--- config.mk ---
export PLATFORM = sky130hd
export DESIGN_NAME = pipeline_ctrl
export DESIGN_NICKNAME = d
export VERILOG_FILES = /design/src/rtl/pipeline_ctrl_pkg.sv /design/src/rtl/pipeline_ctrl_sat_counter.sv /design/src/rtl/pipeline_ctrl.sv
export SDC_FILE = /design/constraint.sdc
export NUM_CORES = 1
export LEC_CHECK = 0
export ABC_AREA = 1
export CAP_MARGIN = 20
export CELL_PAD_IN_SITES_DETAIL_PLACEMENT = 0
export CELL_PAD_IN_SITES_GLOBAL_PLACEMENT = 1
export CORE_ASPECT_RATIO = 1.5
export CORE_MARGIN = 2
export CORE_UTILIZATION = 33
export CTS_CLUSTER_DIAMETER = 60
export CTS_CLUSTER_SIZE = 40
export DETAILED_ROUTE_END_ITERATION = 6
export PLACE_DENSITY = 0.89
export SLEW_MARGIN = 20
export SYNTH_ARGS = -nofsm -noshare
export SYNTH_HDL_FRONTEND = slang
export SYNTH_HIERARCHICAL = 1
export SYNTH_SLANG_ARGS = --single-unit
--- constraint.sdc ---
create_clock -name clk -period 2.3 [get_ports clk]
set_input_delay 0.575 -clock clk [delete_from_list [all_inputs] [get_ports clk]]
set_output_delay 0.575 -clock clk [all_outputs]
set_load 0.01 [all_outputs]
--- src/rtl/pipeline_ctrl_pkg.sv ---
`default_nettype none
// ============================================================================
// pipeline_ctrl_pkg : shared stall encodings, exception defaults, FSM states
// Revision: 1.0
// ============================================================================
package pipeline_ctrl_pkg;

    localparam logic STOP   = 1'b1;
    localparam logic NOSTOP = 1'b0;

    localparam int STALL_W = 6;

    // Bit order is {WB, MEM, EX, ID, IF, PC}; a request stops its own stage and all earlier ones.
    localparam logic [STALL_W-1:0] STALL_NONE = {6{NOSTOP}};
    localparam logic [STALL_W-1:0] STALL_IF   = {{4{NOSTOP}}, {2{STOP}}};
    localparam logic [STALL_W-1:0] STALL_ID   = {{3{NOSTOP}}, {3{STOP}}};
    localparam logic [STALL_W-1:0] STALL_EX   = {{2{NOSTOP}}, {4{STOP}}};
    localparam logic [STALL_W-1:0] STALL_MEM  = {NOSTOP, {5{STOP}}};

    localparam logic [31:0] EXC_VECTOR_DEF = 32'h0000_0020;
    localparam logic [31:0] ERET_CODE_DEF  = 32'h0000_000e;

    typedef enum logic [0:0] {
        ST_IDLE = 1'b0,
        ST_PEND = 1'b1
    } state_t;

    function automatic logic [31:0] redirect_pc(
        input logic [31:0] exc,
        input logic [31:0] epc,
        input logic [31:0] eret_code,
        input logic [31:0] vector
    );
        return (exc == eret_code) ? epc : vector;
    endfunction

endpackage
`default_nettype wire

--- src/rtl/pipeline_ctrl_sat_counter.sv ---
`default_nettype none
// ============================================================================
// sat_counter : saturating up-counter with synchronous active-low clear
// Revision: 1.0
// ============================================================================
module sat_counter #(
    parameter int              WIDTH = 16,
    parameter logic [WIDTH-1:0] MAX  = '1
) (
    input  logic             clk,
    input  logic             rst,
    input  logic             clr_n,
    input  logic             inc,
    output logic [WIDTH-1:0] count
);

    logic [WIDTH-1:0] r_count;

    always_ff @(posedge clk) begin
        if (!rst || !clr_n) begin
            r_count <= '0;
        end else if (inc && (r_count != MAX)) begin
            r_count <= r_count + 1'b1;
        end
    end

    assign count = r_count;

endmodule
`default_nettype wire

--- src/rtl/pipeline_ctrl.sv ---
`default_nettype none
// ============================================================================
// pipeline_ctrl : stall merge, exception flush/redirect, stall statistics
// Revision: 1.0
// ============================================================================
module pipeline_ctrl
    import pipeline_ctrl_pkg::*;
#(
    parameter logic [31:0] EXC_VECTOR = EXC_VECTOR_DEF,
    parameter logic [31:0] ERET_CODE  = ERET_CODE_DEF,
    parameter int          WDOG_MAX   = 1024
) (
    input  logic               clk,
    input  logic               rst,
    input  logic               stallreq_from_if,
    input  logic               stallreq_from_id,
    input  logic               stallreq_from_ex,
    input  logic               stallreq_from_mem,
    input  logic [31:0]        excepttype_i,
    input  logic [31:0]        cp0_epc_i,
    output logic [STALL_W-1:0] stall,
    output logic               flush,
    output logic [31:0]        new_pc,
    output logic               stall_timeout,
    output logic [31:0]        stall_cycles,
    output logic [15:0]        flush_count
);

    localparam int              WD_W    = $clog2(WDOG_MAX + 1);
    localparam logic [WD_W-1:0] WD_MAX  = WD_W'(WDOG_MAX);
    localparam logic [WD_W-1:0] WD_TRIP = WD_W'(WDOG_MAX - 1);

    state_t           r_state;
    logic [31:0]      r_pend_exc;
    logic [31:0]      r_pend_epc;
    logic             r_timeout;
    logic [WD_W-1:0]  w_wdog;
    logic [STALL_W-1:0] w_req;
    logic             w_exc;
    logic             w_stall_any;

    assign w_exc = (excepttype_i != 32'h0);

    always_comb begin
        if (stallreq_from_mem)     w_req = STALL_MEM;
        else if (stallreq_from_ex) w_req = STALL_EX;
        else if (stallreq_from_id) w_req = STALL_ID;
        else if (stallreq_from_if) w_req = STALL_IF;
        else                       w_req = STALL_NONE;
    end

    // Flush always wins over stall; all outputs are forced quiet while reset is asserted.
    always_comb begin
        stall  = STALL_NONE;
        flush  = 1'b0;
        new_pc = 32'h0;
        if (rst) begin
            case (r_state)
                ST_IDLE: begin
                    if (w_exc && !stallreq_from_mem) begin
                        flush  = 1'b1;
                        new_pc = redirect_pc(excepttype_i, cp0_epc_i, ERET_CODE, EXC_VECTOR);
                    end else begin
                        stall = w_req;
                    end
                end
                ST_PEND: begin
                    if (stallreq_from_mem) begin
                        stall = STALL_MEM;
                    end else begin
                        flush  = 1'b1;
                        new_pc = redirect_pc(r_pend_exc, r_pend_epc, ERET_CODE, EXC_VECTOR);
                    end
                end
                default: ;
            endcase
        end
    end

    assign w_stall_any = (stall != STALL_NONE);

    always_ff @(posedge clk) begin
        if (!rst) begin
            r_state    <= ST_IDLE;
            r_pend_exc <= 32'h0;
            r_pend_epc <= 32'h0;
        end else begin
            case (r_state)
                ST_IDLE: begin
                    if (w_exc && stallreq_from_mem) begin
                        r_pend_exc <= excepttype_i;
                        r_pend_epc <= cp0_epc_i;
                        r_state    <= ST_PEND;
                    end
                end
                ST_PEND: begin
                    if (!stallreq_from_mem) begin
                        r_pend_exc <= 32'h0;
                        r_pend_epc <= 32'h0;
                        r_state    <= ST_IDLE;
                    end
                end
                default: r_state <= ST_IDLE;
            endcase
        end
    end

    // Trip on the edge that brings the run of stalled cycles up to WDOG_MAX.
    always_ff @(posedge clk) begin
        if (!rst) begin
            r_timeout <= 1'b0;
        end else if (w_stall_any && (w_wdog >= WD_TRIP)) begin
            r_timeout <= 1'b1;
        end
    end

    assign stall_timeout = r_timeout;

    sat_counter #(.WIDTH(WD_W), .MAX(WD_MAX)) u_watchdog (
        .clk   (clk),
        .rst   (rst),
        .clr_n (w_stall_any),
        .inc   (w_stall_any),
        .count (w_wdog)
    );

    sat_counter #(.WIDTH(32), .MAX(32'hFFFF_FFFF)) u_stall_cycles (
        .clk   (clk),
        .rst   (rst),
        .clr_n (1'b1),
        .inc   (w_stall_any),
        .count (stall_cycles)
    );

    sat_counter #(.WIDTH(16), .MAX(16'hFFFF)) u_flush_count (
        .clk   (clk),
        .rst   (rst),
        .clr_n (1'b1),
        .inc   (flush),
        .count (flush_count)
    );

endmodule
`default_nettype wire

==> results by group <==
Routing
  • Final ANT Viol Nets: 0
  • Vias/cell: 5.20
  • Drt total wl: 26200 um
  • Residual DRC: 0
  • Avg WL per Cell: 15.7 um
  • Vias: 8681
  • DR iter-0 viols: 392
  • DRT Pass-1 Iters: 5

Critical path
  • Worst EP required: 1.73 ns
  • Top delay family on crit path: simple AND/OR/NAND/NOR gates
  • Critical Path Fanout Max: 6
  • Worst Reg2Reg Path Length in Cells: 12
  • Setup crit end kind: output port
  • CP Depth: 11
  • CP cell instances: buf_2, nor2_2, nand2_1, nor2_4, nand2_2, nor2_4, buf_6, bufbuf_16, nand4_1, a21oi_2, buf_4
  • Kind of critical path: primary input to output port
  • Crit-path slowest cell: bufbuf_16
  • CP bufs+invs: 4
  • Critical path arrival: 2.03 ns
  • R2r startpoint: r_state$_SDFF_PN0_
  • Most used cell along the critical path: nor2_4
  • Largest stage delay on the critical path: 0.25 ns
  • Startpoint Class: primary input
  • Worst Setup SP: excepttype_i[12]

CTS
  • CTS H-tree lvls: 4
  • Clock Path Buffers: 2
  • Cts bufs inserted: 17
  • Clock Sinks: 125
  • CTS tree: done
  • Clock latency on the worst-skew pair: 0.42 ns
  • Clock transition at path regs: 0.07 ns
  • Clk root buf: clkbuf_16

Placed design
  • DP Worst Slack: -1.06 ns
  • DP HPWL: 18300 um
  • Port Buf Inserts: 156
  • Gpl congestion: 0.866

Power
  • Sw Ratio: 28.2%
  • Clock power frac: 48.4%
  • Worst vdd ir: 0.510 mV
  • Pint: 4150 uW
  • Combinational share of power: 12.2%
  • PwrDens: 500 mW/mm^2
  • Sequential share of power: 39.4%
  • Static Leak: 0.00448 uW
  • P_sw: 1630 uW

Global route
  • Initial antenna violation count: 1
  • Vias in the first global route: 8353
  • Pin count of the biggest net entering global routing: 65
  • All-layer global routing usage: 21.5%
  • First-pass GRT wire length: 41500 um
  • Total grt overflow: 0

Floorplan
  • Num ports: 158
  • Core box area: 0.0223 mm^2
  • Starting Density: 33.5%
  • DIE WIDTH: 127 um
  • FP Rows: 67
  • Die area: 0.0239 mm^2
  • Die Y: 188 um

STA
  • RSZ-0062 raised after global routing: true
  • Clock Skews: 0.00743 ns
  • Slew @ Worst Pin: 0.830 ns
  • Final Hold Vio Count: 0
  • PnR worst setup slack: -0.304 ns
  • Max-slew headroom: 44.7%
  • Fmax: 0.384 GHz
  • Fin. max-slew vios: 0
  • # setup viols final: 53
  • WHS: 0.416 ns
  • Fin crit share: 113%
  • Crit path time final: 2.60 ns

Finish
  • Share of cells above drive strength 1: 33.2%
  • Area Overhead vs Synth: 54.4%
  • Final nets: 1452
  • Utilization after layout: 51.8%
  • Filler cells: 2156

Outcome
  • Violated checks: negative setup slack
  • Outcome: finished, violations left

Logic synthesis
  • Synth Area per Inst: 6.61 um^2
  • Synthesized instance count: 1131
  • Syn. warnings: 6
  • Post-synth ARST share: 0%
  • Synth area leader: dfxtp_1
  • #FFs+latches synth: 125
  • Post-synth top area share: 33.5%
  • Top-count cell post-synth: nand2_1
  • Synth Cell Area: 0.00748 mm^2
  • Top FF cell, synth: dfxtp_1
  • Area contributors post-synth: dfxtp_1, nand3_1, nand2_1
  • Synth cell count leaders: nand2_1, nand3_1, nor2_1
  • Number of synthesized flops with an enable pin: 0
  • Yosys cell types: 40
  • Sequential area share after synthesis: 33.5%

Worst hold path
  • Hold path startpoint: excepttype_i[7]
  • Hold Path Class: primary input to flop
  • Hold Path Stages: 3

Flow run
  • Max-Cap Viols: 0
==> sequential cells by signal (all words and copies together), names as in the netlist <==
name / flops
r_pend_epc: 32
r_pend_exc: 32
r_state: 1
stall_timeout: 1
u_flush_count/count: 16
u_stall_cycles/count: 32
u_watchdog/count: 11
==> path summary, 6_finish.rpt <==
kind	to	slack, ns
worst max register to register	u_stall_cycles/count[27]$_SDFFE_PP0P_	0.28
worst max-delay path	new_pc[16]	-0.30
worst min register to register	stall_timeout$_SDFFE_PN0P_	0.47
worst min-delay path	r_pend_exc[7]$_SDFFE_PN0P_	0.42
==> routing by layer <==
layer / vias to the layer above / routed length, um / track usage (%)
li1: 4262 / - / -
met1: 4108 / 10300 / 24.0
met2: 247 / 13900 / 39.1
met3: 64 / 983 / 3.61
met4: 0 / 1010 / 10.7
met5: - / 0 / 0
==> power by group through the flow <==
| stage | Sequential [uW] | Combinational (uW) | Clock, uW |
|---|---|---|---|
| after floorplan | 2310 | 295 | 0 |
| after global placement | 2310 | 643 | 0 |
| after detailed placement | 2320 | 648 | 0 |
| after CTS | 2270 | 655 | 2850 |
| after global routing | 2280 | 762 | 2930 |
| final | 2270 | 706 | 2790 |
==> cell type report <==
cell class	instances	area (um^2)	area share (%)
clock inverter	15	195	1.69
antenna	1	2.50	0.0217
inverter	89	349	3.02
multi-input combinational	852	4930	42.7
timing repair inverter	1	7.51	0.0650
clock buffer	17	425	3.68
tap	276	345	2.99
sequential	125	2510	21.7
timing repair buffer	292	2780	24.1
==> cell usage in the layout, fill, tap and decap left out, drive strengths merged <==
| cell type | Yosys | routed |
|---|---|---|
| a21oi | 138 | 138 |
| a31oi | 1 | 1 |
| and3 | 2 | 2 |
| buf | 43 | 204 |
| bufbuf | 0 | 1 |
| bufinv | 0 | 1 |
| clkbuf | 23 | 17 |
| clkdlybuf4s50 | 0 | 84 |
| clkinv | 2 | 8 |
| clkinvlp | 0 | 1 |
| conb | 2 | 3 |
| dfxtp | 125 | 125 |
| diode | 0 | 1 |
| dlygate4sd2 | 0 | 3 |
| ha | 4 | 4 |
| inv | 87 | 95 |
| nand2 | 211 | 211 |
| nand3 | 220 | 220 |
| nand3b | 3 | 3 |
| nand4 | 50 | 50 |
| nor2 | 199 | 199 |
| nor3 | 4 | 4 |
| o21ai | 9 | 9 |
| o31ai | 1 | 1 |
| or2 | 2 | 2 |
| xnor2 | 1 | 1 |
| xor2 | 4 | 4 |
==> stage by stage <==
| stage | area [um^2] | power, uW | std cells | setup TNS (ns) |
|---|---|---|---|---|
| 6_report | 11500 | 5770 | 1668 | -9.95 |
| 5_1_grt | 11500 | 5970 | 1668 | -15.31 |
| 4_1_cts | 11000 | 5780 | 1662 | -10.67 |
| 3_5_place_dp | 10100 | 2960 | 1612 | -84.85 |
| 3_3_place_gp | 10100 | 2960 | 1612 | -87.23 |
| 2_1_floorplan | 7530 | 2600 | 1132 | -0.0418 |
==> tightest hold or removal path: cells and delay by family <==
family / cells / cell delay [ns]
AND/OR/NAND/NOR: 1 / 0.07
buffers and inverters: 1 / 0.09
AO/OA/AOI/OAI: 1 / 0.06
==> repair_timing <==
item / in CTS / in global routing
pin swaps: 65 / 84
hold buffers: 0 / 0
setup buffers: 16 / 7
setup endpoints to repair: 88 / 61
cloned: 5 / 0
gates resized for setup: 380 / 152
==> kinds of logic after synthesis <==
| kind of cell | synth area share (%) |
|---|---|
| adder cells (fa/ha/maj) | 0.669 |
| XOR/XNOR | 0.585 |
| AND/OR/NAND/NOR | 45.1 |
| buffers and inverters | 9.83 |
| flip-flops | 33.5 |
| other | 0.100 |
| AO/OA/AOI/OAI | 10.3 |
Power figures use the tool's default switching activity.
